### src/rtl/game_ctrl.sv
// rtl/game_ctrl.sv - game sequencing: start, flap, physics tick, death timer, score/hiscore
module game_ctrl #(
    parameter int PHYS_DIV     = 2,
    parameter int DEATH_FRAMES = 60,
    parameter int SCORE_MAX    = 999
) (
    input  logic       i_clk,
    input  logic       i_rst,
    input  logic       i_ani_stb,
    input  logic       i_btn,
    input  logic       i_collide,
    input  logic       i_pipe_pass,
    output logic       o_flap,
    output logic       o_physics_stb,
    output logic       o_bird_rst,
    output logic [1:0] o_state,
    output logic [9:0] o_score,
    output logic [9:0] o_hiscore
);

    localparam int DIV_W = (PHYS_DIV > 1) ? $clog2(PHYS_DIV) : 1;
    localparam int FRM_W = (DEATH_FRAMES > 1) ? $clog2(DEATH_FRAMES) : 1;
    localparam logic [DIV_W-1:0] DIV_LAST  = DIV_W'(PHYS_DIV - 1);
    localparam logic [FRM_W-1:0] FRM_LAST  = FRM_W'(DEATH_FRAMES - 1);
    localparam logic [9:0]       SCORE_SAT = 10'(SCORE_MAX);

    typedef enum logic [1:0] {
        S_IDLE  = 2'd0,
        S_PLAY  = 2'd1,
        S_DYING = 2'd2,
        S_OVER  = 2'd3
    } state_t;

    state_t             r_state;
    state_t             w_state_nxt;
    logic               r_btn_q;
    logic               w_btn_edge;
    logic [DIV_W-1:0]   r_div;
    logic [DIV_W-1:0]   w_div_nxt;
    logic [FRM_W-1:0]   r_frm;
    logic [FRM_W-1:0]   w_frm_nxt;
    logic [9:0]         r_score;
    logic [9:0]         w_score_nxt;
    logic [9:0]         r_hiscore;
    logic [9:0]         w_hiscore_nxt;
    logic               r_flap;
    logic               w_flap_nxt;
    logic               r_phys;
    logic               w_phys_nxt;
    logic               r_bird_rst;

    assign w_btn_edge = i_btn & ~r_btn_q;

    always_ff @(posedge i_clk) begin
        if (i_rst) begin
            r_state <= S_IDLE;
        end else begin
            r_state <= w_state_nxt;
        end
    end

    always_comb begin
        w_state_nxt   = r_state;
        w_flap_nxt    = 1'b0;
        w_phys_nxt    = 1'b0;
        w_div_nxt     = r_div;
        w_frm_nxt     = r_frm;
        w_score_nxt   = r_score;
        w_hiscore_nxt = r_hiscore;

        // The bird keeps falling while dying, so the divider runs in both active states.
        if ((r_state == S_PLAY || r_state == S_DYING) && i_ani_stb) begin
            w_phys_nxt = (r_div == DIV_LAST);
            w_div_nxt  = (r_div == DIV_LAST) ? '0 : r_div + 1'b1;
        end

        case (r_state)
            S_IDLE: begin
                w_div_nxt = '0;
                w_frm_nxt = '0;
                if (w_btn_edge) begin
                    w_state_nxt = S_PLAY;
                    w_flap_nxt  = 1'b1;
                    w_score_nxt = '0;
                end
            end
            S_PLAY: begin
                w_frm_nxt = '0;
                if (i_pipe_pass && (r_score < SCORE_SAT)) begin
                    w_score_nxt = r_score + 10'd1;
                end
                // A collision wins over a flap pressed in the same cycle.
                if (i_collide) begin
                    w_state_nxt = S_DYING;
                end else if (w_btn_edge) begin
                    w_flap_nxt = 1'b1;
                end
            end
            S_DYING: begin
                if (i_ani_stb) begin
                    if (r_frm == FRM_LAST) begin
                        w_state_nxt   = S_OVER;
                        w_frm_nxt     = '0;
                        w_div_nxt     = '0;
                        w_hiscore_nxt = (r_score > r_hiscore) ? r_score : r_hiscore;
                    end else begin
                        w_frm_nxt = r_frm + 1'b1;
                    end
                end
            end
            S_OVER: begin
                w_div_nxt = '0;
                w_frm_nxt = '0;
                if (w_btn_edge) begin
                    w_state_nxt = S_IDLE;
                end
            end
            default: begin
                w_state_nxt = S_IDLE;
            end
        endcase
    end

    // btn_q resets high so a button held through reset is not seen as a press.
    always_ff @(posedge i_clk) begin
        if (i_rst) begin
            r_btn_q    <= 1'b1;
            r_div      <= '0;
            r_frm      <= '0;
            r_score    <= '0;
            r_hiscore  <= '0;
            r_flap     <= 1'b0;
            r_phys     <= 1'b0;
            r_bird_rst <= 1'b1;
        end else begin
            r_btn_q    <= i_btn;
            r_div      <= w_div_nxt;
            r_frm      <= w_frm_nxt;
            r_score    <= w_score_nxt;
            r_hiscore  <= w_hiscore_nxt;
            r_flap     <= w_flap_nxt;
            r_phys     <= w_phys_nxt;
            r_bird_rst <= (w_state_nxt == S_IDLE);
        end
    end

    assign o_flap        = r_flap;
    assign o_physics_stb = r_phys;
    assign o_bird_rst    = r_bird_rst;
    assign o_state       = r_state;
    assign o_score       = r_score;
    assign o_hiscore     = r_hiscore;

endmodule

### config.mk
export PLATFORM = sky130hd
export DESIGN_NAME = game_ctrl
export DESIGN_NICKNAME = d
export VERILOG_FILES = /design/src/rtl/game_ctrl.sv
export SDC_FILE = /design/constraint.sdc
export NUM_CORES = 1
export LEC_CHECK = 0
export CORE_UTILIZATION = 45
export CTS_CLUSTER_DIAMETER = 120
export DETAILED_ROUTE_END_ITERATION = 16
export PLACE_DENSITY = 0.74
export REMOVE_ABC_BUFFERS = 1
export SLEW_MARGIN = 15
export SYNTH_ARGS = -nofsm -noshare
export SYNTH_HDL_FRONTEND = slang
export SYNTH_SLANG_ARGS = --single-unit
export TNS_END_PERCENT = 10
### constraint.sdc
create_clock -name i_clk -period 1.8 [get_ports i_clk]
set_input_delay 0.36 -clock i_clk [delete_from_list [all_inputs] [get_ports i_clk]]
set_output_delay 0.36 -clock i_clk [all_outputs]
set_load 0.01 [all_outputs]
---- Word-level counts from Yosys, hierarchy flattened ----
Index checks and enable logic that the tools add are counted.
W data, S select, Z words.
storage, ports and cells
  flip-flop bits (word level) ............. 33
  bits in latches ......................... 0
  memory bits (writable) .................. 0
  memory bits (read-only) ................. 0
  input port bits ......................... 6
  output and inout port bits .............. 25
  logic and storage cells ................. 55
  memories ................................ 0
cells by class
  add/sub/neg operators ................... 3
  multiply operators ...................... 0
  divide/modulo/power cells ............... 0
  magnitude comparators ................... 2
  eq/ne operators ......................... 7
  shift operators ......................... 0
  mux-type cells .......................... 20
  bitwise logic cells ..................... 3
  reductions and logical operators ........ 11
operators by type and width
  kind                     count
  $mux W10                 2
  $pmux W10 S2             1
  $mux W6                  2
  $pmux W6 S2              1
  $add A10 B1 Y10 const B  1
  $gt A10 B10 Y1           1
  $lt A10 B10 Y1 const B   1
  $mux W2                  5
  $pmux W2 S4              1
  $add A6 B1 Y6 const B    1
  $eq A6 B6 Y1 const B     1
  $mux W1                  6
  $eq A2 B2 Y1 const B     2
  $logic_not A2 Y1         2
  $ne A2 B2 Y1 const B     2
  $pmux W1 S2              2
  $reduce_and A4 Y1        1
  $reduce_or A2 Y1         2
  $reduce_and A3 Y1        1
  $reduce_or A3 Y1         1
  $eq A2 B1 Y1 const B     1
  $logic_and A1 B1 Y1      2
  $ne A2 B1 Y1 const B     1
  $not A1 Y1               2
  other kinds (4)          4

---- Logic depth before layout (Yosys ltp) ----
  depth in word-level cells ............... 7
  depth in mapped cells ................... 9
  depth with buffers taken out ............ 7

---- Worst setup path before layout ----
No wires, ideal clock.
  path kind ............................... reg-to-reg
  from .................................... reg r_state[0], in the netlist o_state[0]
  to ...................................... reg r_score[6], in the netlist o_score[6]
  library setup time ...................... 132 ps
  data arrival time ....................... 1,850 ps
  data required time ...................... 1,668 ps
  slack ................................... -183 ps
  stages on the path, launching flop included .. 10
  buffers on the path ..................... 2
  clock period less this slack ............ 1,983 ps
  cells stage by stage .................... dfxtp_1 -> inv_1 -> ha_1 -> buf_2 -> nand2b_4 -> or4b_1 -> buf_6 -> nand4_1 -> xor2_1 -> nor2_1
on the way
  longest elaborated chain between the ends .. 3
  elaborated cells on any way between the ends .. 7
  those cells by class .................... 3 x eq/ne; 1 x mux; 3 x reduce/logical
ends and longest elaborated chain
  what                                                         RTL line  source
  start, declared                                              34        state_t r_state;
  start signal, assigned                                       58        r_state <= w_state_nxt;
  $eq A2 B1 Y1 / $logic_not A2 Y1 (equally long branches)      77        case (r_state)
  $ne A2 B1 Y1 (no source line), or another cell as far along  -
  $reduce_and A3 Y1 (no source line)                           -
  end signal, assigned                                         139       r_score <= w_score_nxt;
  end, declared                                                42        logic [9:0] r_score;
Parallel ways exist; a longest one is shown, timed or not.
A chain may end at the register's enable or synchronous reset.

---- Final worst setup path ----
  from .................................... reg r_score[2], in the netlist o_score[2]
  to ...................................... out o_score[2]
RTL lines
  what           RTL line  source
  end, declared  17        output logic [9:0] o_score,
No word-level cell between the ends.

==> flow_metrics.env <==
export IMPL_slew_violations=0
export IMPL_vdd_ir_drop_max_mv=0.594
export IMPL_final_cell_mix="clkdlybuf4s50_1, dfxtp_1, buf_4, nand2b_1, nor2_1"
export IMPL_rsz0062_at_grt="false"
export IMPL_grt_busiest_layer="met2"
export IMPL_ys_seq_area_share_pct=35.7
export IMPL_fp_dieH_um=66.1
export IMPL_drc=0
export IMPL_gp_congestion=0.815
export IMPL_fin_tns_setup_ns=0
export IMPL_drt_iter0_markers=91
export IMPL_finalCritPeriodShare_pct=97.2
export IMPL_setup_worst_path_start="o_score[2]$_SDFFE_PP0P_"
export IMPL_wirelength_um=3980
export IMPL_drt_wirelength_per_cell_um=13.0
export IMPL_cts_sinks=33
export IMPL_rr_endpoint="o_score[8]$_SDFFE_PP0P_"
export IMPL_fin_nets=282
export IMPL_ys_warn_count=0
export IMPL_reg2reg_depth=8
export IMPL_numCtsBuffers=5
export IMPL_worstSetupPathType="reg2out"
export IMPL_dieArea_um2=4370
export IMPL_grt_met2_usage_pct=34.3
export IMPL_dp_cells=298
export IMPL_cts_path_max_buffers=2
export IMPL_cts_root_buf="clkbuf_8"
export IMPL_status="complete, no violations"
export IMPL_rows=22
export IMPL_fin_crit_ns=1.75
export IMPL_clk_latency_ns=0.29
export IMPL_cts_tree="built"
export IMPL_end_kind="output pin"
export IMPL_hold_path_class="reg2reg"
export IMPL_final_cells=307
export IMPL_worst_pin_slew_ns=0.330
export IMPL_mostFrequentLayoutCell="clkdlybuf4s50_1"
export IMPL_grt_pass1_wl_um=6800
export IMPL_synth_edf_count=0
export IMPL_drt_pass1_iterations=4
export IMPL_synth_cells=203
export IMPL_cp_data_arrival_time_ns=1.39
export IMPL_grtUsageMet3_pct=4.14
export IMPL_r2r_slack_ns=0.08
export IMPL_htreeDepth=2
export IMPL_ios=31
export IMPL_slew_headroom_pct=78.0
export IMPL_hold_violations=0
export IMPL_grt_max_degree=16
export IMPL_synth_area_um2=1850
export IMPL_drv_cap=0
export IMPL_ys_types=43
export IMPL_p_leak_uw=0.000974
export IMPL_routed_via_density=5.11
export IMPL_endpoint="o_score[2]"
export IMPL_hold_path_startpoint="o_hiscore[8]$_SDFFE_PP0P_"
export IMPL_max_freq_mhz=572
export IMPL_startpoint_type="flop"
export IMPL_antennaDiodeCount=0
export IMPL_finish_utilization_pct=66.8
export IMPL_worstPathMaxFanout=4
export IMPL_coreArea_um2=3800
export IMPL_antenna_found_initial=0
export IMPL_portBuffers=30
export IMPL_dp_hpwl_um=2950
export IMPL_overflow=0
export IMPL_initial_core_util_pct=48.7
export IMPL_syn_avg_cell_area_um2=9.11
export IMPL_hold_buffers=0
export IMPL_finalSetupViolations=0
export IMPL_ys_flop_type="dfxtp_1"
export IMPL_ys_async_sr_fraction_pct=0
export IMPL_required_ns=1.44
export IMPL_clk_pin_slew_ns=0.07
export IMPL_antenna_left=0
export IMPL_via_count=1569
export IMPL_grt_use_met1_pct=26.1
export IMPL_fin_skew_ns=0.00647
export IMPL_die_w_um=66.1
export IMPL_drive_above_1_share_pct=21.6
export IMPL_grt_pass1_vias=1558
export IMPL_reg2reg_from="o_state[0]$_SDFF_PP0_"
export IMPL_area_delta_synth_final_pct=37.1
export IMPL_synth_seq_cells=33
export IMPL_grt_usage_pct=20.7
export IMPL_power_density_nw_per_um2=749
state kept, by name, summed over array words and instances, names as in the netlist:
name           flops
o_physics_stb      1
r_btn_q            1
r_frm              6
o_hiscore         10
o_flap             1
o_score           10
o_state            2
r_div              1
o_bird_rst         1
per-stage QoR:
stage	hold slack, ns	power, uW	cell area [um^2]	setup WS (ns)
after floorplan	0.429	1080	1790	-0.249
after global placement	0.476	1300	2360	0.0173
after detailed placement	0.478	1320	2360	-0.0283
after CTS	0.488	1890	2450	0.0190
after global routing	0.502	1980	2540	0.000290
final	0.484	1900	2540	0.0512
cells by family (layout without fill, tap and decap cells):
group | count (synthesis) | count (layout) | synth area share (%)
flip-flops | 33 | 33 | 35.7
adder cells (fa/ha/maj) | 17 | 17 | 11.5
multiplexers | 11 | 11 | 5.95
buffers and inverters | 23 | 79 | 5.82
XOR/XNOR | 12 | 12 | 5.68
AND/OR/NAND/NOR | 78 | 78 | 24.3
AO/OA/AOI/OAI | 29 | 29 | 11.0
report_power, final:
part           leakage [uW]  switching (uW)  internal, uW
Combinational      0.000659             272           272
Sequential         0.000271            18.8           763
Clock             0.0000443             269           303
worst min-delay path by stage:
stage / slack (ns) / end / cells after the start
final: 0.48 / o_hiscore[8]$_SDFFE_PP0P_ / 2
after global routing: 0.50 / o_hiscore[4]$_SDFFE_PP0P_ / 2
after CTS: 0.49 / o_hiscore[8]$_SDFFE_PP0P_ / 2
after detailed placement: 0.48 / o_hiscore[8]$_SDFFE_PP0P_ / 2
after global placement: 0.48 / o_hiscore[3]$_SDFFE_PP0P_ / 2
after floorplan: 0.43 / o_score[0]$_SDFFE_PP0P_ / 1
worst max-delay path, cell delays in order (launching register included):
cell and delay, ns:
dfxtp_1 0.41, buf_4 0.16, clkdlybuf4s50_1 0.53
cell usage after synthesis (all sizes together), types with 5 or more instances:
cell type	number	area, um^2
buf	5	40.0
xor2	11	96.3
nand4	13	87.6
nand2b	23	151
ha	17	213
nor2	15	56.3
a21oi	12	60.1
nand2	9	33.8
mux2i	11	110
inv	14	52.6
dfxtp	33	661
repair_timing:
action                                  in CTS  in global routing
resized for setup                            2                 21
pin swaps                                    0                  3
buffers inserted                             0                  2
endpoints found under the setup margin      10                 19
routing by layer:
metal	up-vias	routed length [um]
li1	807	-
met2	23	1830
met5	-	0
met4	0	61
met3	7	110
met1	732	1980
cell type report:
| cell class | count | area (um^2) |
|---|---|---|
| Inverter | 14 | 52.6 |
| Sequential cell | 33 | 672 |
| Multi-Input combinational cell | 147 | 1130 |
| Tap cell | 48 | 60.1 |
| Clock buffer | 7 | 86.3 |
| Fill cell | 312 | 1260 |
| Timing Repair Buffer | 58 | 534 |
No activity file was read; power rests on OpenSTA's default activity.
